--- src/rtl/serial_word_receiver_pkg.sv ---
`default_nettype none
// ============================================================================
//  Module      : serial_word_receiver_pkg
//  Description : Shared types and constants for the serial word receiver:
//                FSM state encoding and bit-order selector values.
//  Revision    : 1.0 - initial release
// ============================================================================
package serial_word_receiver_pkg;

    // Receiver framing state
    typedef enum logic [0:0] {
        IDLE  = 1'b0,
        SHIFT = 1'b1
    } rx_state_e;

    // Bit-order selector values carried alongside the SOF bit
    localparam logic MSB_FIRST_C = 1'b1;
    localparam logic LSB_FIRST_C = 1'b0;

endpackage : serial_word_receiver_pkg
`default_nettype wire

--- src/rtl/sync_fifo.sv ---
`default_nettype none
// ============================================================================
//  Module      : sync_fifo
//  Description : Single-clock circular-buffer FIFO with occupancy counter.
//                Push while full is ignored unless a pop occurs on the same
//                edge; pop while empty is ignored. Head word is read straight
//                from the storage registers.
//  Revision    : 1.0 - initial release
// ============================================================================
module sync_fifo #(
    parameter int WIDTH = 4,
    parameter int DEPTH = 2
) (
    input  logic             clk,
    input  logic             rst_n,
    input  logic             i_push,
    input  logic [WIDTH-1:0] i_wdata,
    output logic             o_full,
    input  logic             i_pop,
    output logic [WIDTH-1:0] o_rdata,
    output logic             o_empty
);

    localparam int AW = $clog2(DEPTH);
    localparam int CW = AW + 1;
    localparam logic [CW-1:0] c_depth = CW'(DEPTH);

    logic [WIDTH-1:0] r_mem_q [DEPTH];
    logic [WIDTH-1:0] w_mem_d [DEPTH];
    logic [AW-1:0]    r_wr_ptr_q, w_wr_ptr_d;
    logic [AW-1:0]    r_rd_ptr_q, w_rd_ptr_d;
    logic [CW-1:0]    r_count_q,  w_count_d;
    logic             w_push;
    logic             w_pop;

    assign o_full  = (r_count_q == c_depth);
    assign o_empty = (r_count_q == '0);
    assign o_rdata = r_mem_q[r_rd_ptr_q];

    // Qualify push/pop and compute next pointers, occupancy and storage
    always_comb begin
        w_pop      = i_pop && !o_empty;
        w_push     = i_push && (!o_full || w_pop);
        w_mem_d    = r_mem_q;
        w_wr_ptr_d = r_wr_ptr_q;
        w_rd_ptr_d = r_rd_ptr_q;
        w_count_d  = r_count_q;
        if (w_push) begin
            w_mem_d[r_wr_ptr_q] = i_wdata;
            w_wr_ptr_d          = r_wr_ptr_q + AW'(1);
        end
        if (w_pop) begin
            w_rd_ptr_d = r_rd_ptr_q + AW'(1);
        end
        if (w_push && !w_pop) begin
            w_count_d = r_count_q + CW'(1);
        end else if (w_pop && !w_push) begin
            w_count_d = r_count_q - CW'(1);
        end
    end

    // State registers; storage is cleared so the head reads zero after reset
    always_ff @(posedge clk) begin
        if (!rst_n) begin
            for (int i = 0; i < DEPTH; i++) begin
                r_mem_q[i] <= '0;
            end
            r_wr_ptr_q <= '0;
            r_rd_ptr_q <= '0;
            r_count_q  <= '0;
        end else begin
            r_mem_q    <= w_mem_d;
            r_wr_ptr_q <= w_wr_ptr_d;
            r_rd_ptr_q <= w_rd_ptr_d;
            r_count_q  <= w_count_d;
        end
    end

endmodule : sync_fifo
`default_nettype wire

--- src/rtl/serial_word_receiver.sv ---
`default_nettype none
// ============================================================================
//  Module      : serial_word_receiver
//  Description : Reassembles SOF-framed serial bits into WIDTH-bit words in
//                either bit order and queues them in a small FIFO presented
//                on a valid/ready interface. Flags frame errors (FERR pulse)
//                and dropped words (sticky OVF).
//  Revision    : 1.0 - initial release
// ============================================================================
module serial_word_receiver
    import serial_word_receiver_pkg::*;
#(
    parameter int WIDTH = 4,
    parameter int DEPTH = 2
) (
    input  logic             CLK,
    input  logic             CLR_L,
    input  logic             SIN,
    input  logic             SEN,
    input  logic             SOF,
    input  logic             MSB_FIRST,
    output logic [WIDTH-1:0] DOUT,
    output logic             DVALID,
    input  logic             DREADY,
    output logic             OVF,
    output logic             FERR
);

    localparam int CW = $clog2(WIDTH + 1);
    localparam logic [CW-1:0] c_last = CW'(WIDTH);

    rx_state_e        r_state_q, w_state_d;
    logic [CW-1:0]    r_cnt_q,   w_cnt_d;
    logic [WIDTH-1:0] r_sr_q,    w_sr_d;
    logic             r_order_q, w_order_d;
    logic             r_ferr_q,  w_ferr_d;
    logic             r_ovf_q,   w_ovf_d;
    logic             w_push;
    logic             w_full;
    logic             w_empty;
    logic             w_drop;

    // Framing FSM: bit capture, counting, word completion and frame errors
    always_comb begin
        w_state_d = r_state_q;
        w_cnt_d   = r_cnt_q;
        w_sr_d    = r_sr_q;
        w_order_d = r_order_q;
        w_ferr_d  = 1'b0;
        w_push    = 1'b0;
        if (SEN) begin
            if (SOF) begin
                // An SOF inside a word abandons it; the bit starts a new word
                w_ferr_d  = (r_state_q == SHIFT);
                w_order_d = MSB_FIRST;
                w_cnt_d   = CW'(1);
                w_state_d = SHIFT;
                if (MSB_FIRST == MSB_FIRST_C) begin
                    w_sr_d = {{(WIDTH-1){1'b0}}, SIN};
                end else begin
                    w_sr_d = {SIN, {(WIDTH-1){1'b0}}};
                end
            end else if (r_state_q == SHIFT) begin
                if (r_order_q == MSB_FIRST_C) begin
                    w_sr_d = {r_sr_q[WIDTH-2:0], SIN};
                end else begin
                    w_sr_d = {SIN, r_sr_q[WIDTH-1:1]};
                end
                w_cnt_d = r_cnt_q + CW'(1);
                if (w_cnt_d == c_last) begin
                    w_push    = 1'b1;
                    w_state_d = IDLE;
                    w_cnt_d   = '0;
                end
            end
        end
    end

    // A completed word is lost only when the FIFO is full and not draining
    assign w_drop = w_push && w_full && !(DREADY && !w_empty);

    // Sticky overflow accumulation
    always_comb begin
        w_ovf_d = r_ovf_q | w_drop;
    end

    // Receiver state registers
    always_ff @(posedge CLK) begin
        if (!CLR_L) begin
            r_state_q <= IDLE;
            r_cnt_q   <= '0;
            r_sr_q    <= '0;
            r_order_q <= MSB_FIRST_C;
            r_ferr_q  <= 1'b0;
            r_ovf_q   <= 1'b0;
        end else begin
            r_state_q <= w_state_d;
            r_cnt_q   <= w_cnt_d;
            r_sr_q    <= w_sr_d;
            r_order_q <= w_order_d;
            r_ferr_q  <= w_ferr_d;
            r_ovf_q   <= w_ovf_d;
        end
    end

    sync_fifo #(
        .WIDTH (WIDTH),
        .DEPTH (DEPTH)
    ) u_fifo (
        .clk     (CLK),
        .rst_n   (CLR_L),
        .i_push  (w_push),
        .i_wdata (w_sr_d),
        .o_full  (w_full),
        .i_pop   (DREADY),
        .o_rdata (DOUT),
        .o_empty (w_empty)
    );

    assign DVALID = !w_empty;
    assign OVF    = r_ovf_q;
    assign FERR   = r_ferr_q;

endmodule : serial_word_receiver
`default_nettype wire

--- config.mk ---
export PLATFORM = sky130hd
export DESIGN_NAME = serial_word_receiver
export DESIGN_NICKNAME = d
export VERILOG_FILES = /design/src/rtl/serial_word_receiver_pkg.sv /design/src/rtl/sync_fifo.sv /design/src/rtl/serial_word_receiver.sv
export SDC_FILE = /design/constraint.sdc
export NUM_CORES = 1
export LEC_CHECK = 0
export ABC_AREA = 1
export CORE_UTILIZATION = 53
export CTS_CLUSTER_SIZE = 24
export DETAILED_ROUTE_END_ITERATION = 8
export PLACE_DENSITY = 0.82
export SETUP_SLACK_MARGIN = 0.4
export SLEW_MARGIN = 25
export SYNTH_ARGS = -nofsm -noshare
export SYNTH_HDL_FRONTEND = slang
export SYNTH_SLANG_ARGS = --single-unit
--- constraint.sdc ---
create_clock -name CLK -period 2.46 [get_ports CLK]
set_clock_uncertainty 0.15 [all_clocks]
set_input_delay 0.369 -clock CLK [delete_from_list [all_inputs] [get_ports CLK]]
set_output_delay 0.369 -clock CLK [all_outputs]
set_load 0.02 [all_outputs]
==> impl_metrics.json <==
{
  "drt_iter0_drc": 10,
  "post-cts-setup-buffers": 0,
  "r2r_start": "r_cnt_q[1]$_SDFFE_PN0P_",
  "htreeDepth": 1,
  "rrSetupSlack_ns": 0.51,
  "cts_resized": 1,
  "grt_pass1_wl_mm": 3.99,
  "leakagePower_nw": 0.732,
  "area_growth_pct": 18.4,
  "cp.arrival_ns": 2.02,
  "path_clk_slew_ns": 0.12,
  "synthTopCellsByArea": "dfxtp_1 40%, nand2_1 13%, inv_1 8.8%, nor2_1 7.8%, o21ai_0 6.5%",
  "ant_nets": 0,
  "final.min_clock_period_ns": 1.95,
  "cp_top_family": "adder cells",
  "dieArea_um2": 2370,
  "clk_latency_ns": 0.32,
  "ir_drop_uv": 385,
  "routabilityCongestion": 0.789,
  "rsz0062_at_grt": "yes",
  "synth_nets": 174,
  "final.setup.tns_ns": 0,
  "fin_crit_sh_pct": 79.2,
  "final_nets": 191,
  "critPathRequiredTime_ns": 2.53,
  "synth_top_family_by_area": "simple AND/OR/NAND/NOR gates",
  "synthesis.area_um2": 1160,
  "layout_common_cells": "39 x nand2_1, 27 x inv_1, 24 x nor2_1, 21 x dfxtp_1, 15 x o21ai_0",
  "grt_start_max_net_pins": 13,
  "avgSynthCellArea_um2": 7.05,
  "drt_wl_total_mm": 2.21,
  "hpwl_mm": 1.70,
  "p_per_area_nw_per_um2": 478,
  "pin_count": 14,
  "drc": 0,
  "fin_ws_ns": 0.511,
  "nFillCells": 178,
  "hold_buffers": 0,
  "worstRegToRegCells": 10,
  "muxShareOfSynthArea_pct": 0,
  "synth_compound_area_share_pct": 11.9,
  "synth_xor_area_share_pct": 0.758,
  "relSlewSlack_pct": 76.6,
  "synth_seq_area_share_pct": 39.8,
  "yosys.area_share.simple_pct": 33.7,
  "synth_top_cell_by_area": "dfxtp_1",
  "die_w_um": 48.7,
  "stdcell_count": 207,
  "clockBufferDepth": 2,
  "synth_fa_ha_area_share_pct": 3.25,
  "maxSlewViolCount": 0,
  "critPathKind": "reg2reg",
  "crit_cells": 10,
  "cp-endpoint": "u_fifo.r_count_q[1]$_SDFFE_PN0P_",
  "hold_slack_ns": 0.183,
  "antennaDiodeCount": 0,
  "fmax_mhz": 513,
  "setup_viol": 0,
  "cap_violations": 0,
  "path_cells": "ha_1, inv_1, nand2_1, nand3_4, nor3_2, ha_1, a21oi_1, o21ai_0, o21ai_0, a21oi_1",
  "netlist.area_leader.share_pct": 39.8,
  "viasPerCell": 4.96,
  "gr-total-overflow": 0,
  "regToRegEndpoint": "u_fifo.r_count_q[1]$_SDFFE_PN0P_",
  "grt_antenna_before_repair": 0,
  "grt_usage_pct": 21.4,
  "port-buffer-count": 13,
  "grt_pass1_vias": 934,
  "synthCells": 164,
  "post-place-ws_ns": 0.0594,
  "start_util_pct": 57.8,
  "cts_tree": "done",
  "vias": 1027,
  "hold_viol_final": 0,
  "min_from": "SEN",
  "placed_cells": 203,
  "place_area_um2": 1320,
  "synth_seq_cells": 23,
  "min_path_type": "in2reg",
  "crit_start": "r_cnt_q[1]$_SDFFE_PN0P_",
  "design_area_um2": 1370,
  "numCtsBuffers": 3,
  "routedWlPerCell_um": 10.7,
  "cts.sink_count": 23,
  "final_common_cell": "nand2_1",
  "rows": 16,
  "core-area_um2": 2000,
  "start_kind": "register",
  "drtPass1Iterations": 4,
  "slowest_delay_ns": 0.38,
  "final_layout_size_suffix_gt1_share_pct": 8.89,
  "die-height_um": 48.7,
  "endpoint_kind": "register",
  "yosys_warnings": 0,
  "cts-root-buf": "clkbuf_4",
  "critPathMaxFanout": 4,
  "critPathSlowestCell": "dfxtp_1",
  "worstMarginPinSlew_ns": 0.351,
  "ys_types": 21,
  "crit_buf_inv": 1,
  "outcome": "completed"
}
==> worst min-delay path by stage <==
stage | cells after the start | end | slack (ns)
finish | 2 | r_state_q$_SDFFE_PN0P_ | 0.18
global route | 2 | r_state_q$_SDFFE_PN0P_ | 0.22
CTS | 2 | OVF$_SDFF_PN0_ | 0.35
detailed placement | 2 | OVF$_SDFF_PN0_ | 0.32
global placement | 2 | OVF$_SDFF_PN0_ | 0.31
floorplan | 2 | r_cnt_q[2]$_SDFFE_PN0P_ | 0.31
==> logic make-up after synthesis <==
| kind of cell | Yosys count |
|---|---|
| and+or+nand+nor | 79 |
| xor gates and xnor gates | 1 |
| DFF | 23 |
| buffers and inverters | 31 |
| adders and majority gates | 3 |
| AOI/OAI and AO/OA | 27 |
==> worst register-to-register path, cell delays in order (launching register included) <==
cell and delay [ns]:
dfxtp_1 0.38, ha_1 0.18, inv_1 0.04, nand2_1 0.11, nand3_4 0.14, nor3_2 0.16
ha_1 0.28, a21oi_1 0.11, o21ai_0 0.10, o21ai_0 0.16, a21oi_1 0.05
==> cell type report <==
class	instances	area (µm²)	share of cell area [%]
timing repair buffer	15	160	11.7
inverter	28	108	7.86
sequential	23	463	33.8
clock buffer	4	26.3	1.92
tap	27	33.8	2.47
multi-input combinational	110	578	42.2
==> registers in the layout, indices dropped and copies added, names as in the netlist <==
signal and flops:
u_fifo.r_rd_ptr_q 1, u_fifo.r_wr_ptr_q 1, r_order_q 1, u_fifo.r_count_q 2, r_sr_q 4, u_fifo.r_mem_q 8, r_cnt_q 3, OVF 1
r_state_q 1, FERR 1
==> through the flow <==
step	power [mW]	util [%]
finish	0.655	68.4
global route	0.690	68.4
CTS	0.659	67.3
detailed placement	0.485	65.9
global placement	0.482	65.9
floorplan	0.453	-
==> synthesized netlist by cell type, drive strengths merged <==
cell    count
a21oi      11
and2        1
nor2       26
buf         1
nand3       7
dfxtp      23
nor3        4
inv        28
clkbuf      2
nand2      40
o211ai      1
o21ai      15
ha          3
nand4       1
xor2        1
==> report_power, final <==
group	switching [mW]	total (mW)	leakage (nW)	internal, mW
Sequential	0.0121	0.397	0.187	0.385
Combinational	0.0497	0.0816	0.530	0.0319
Clock	0.112	0.176	0.0150	0.0635
Total	0.174	0.655	0.732	0.481
==> per-layer routing <==
layer / global-route usage (%) / wire [µm] / part of all wire, % / vias up
met5: 0 / 0 / 0 / -
met4: 4.41 / 17 / 0.77 / 0
met3: 5.66 / 99 / 4.5 / 3
met2: 38.2 / 1100 / 50 / 23
met1: 25.6 / 991 / 45 / 460
li1: - / - / - / 541
Note: power is estimated with default switching activity, not from simulation.
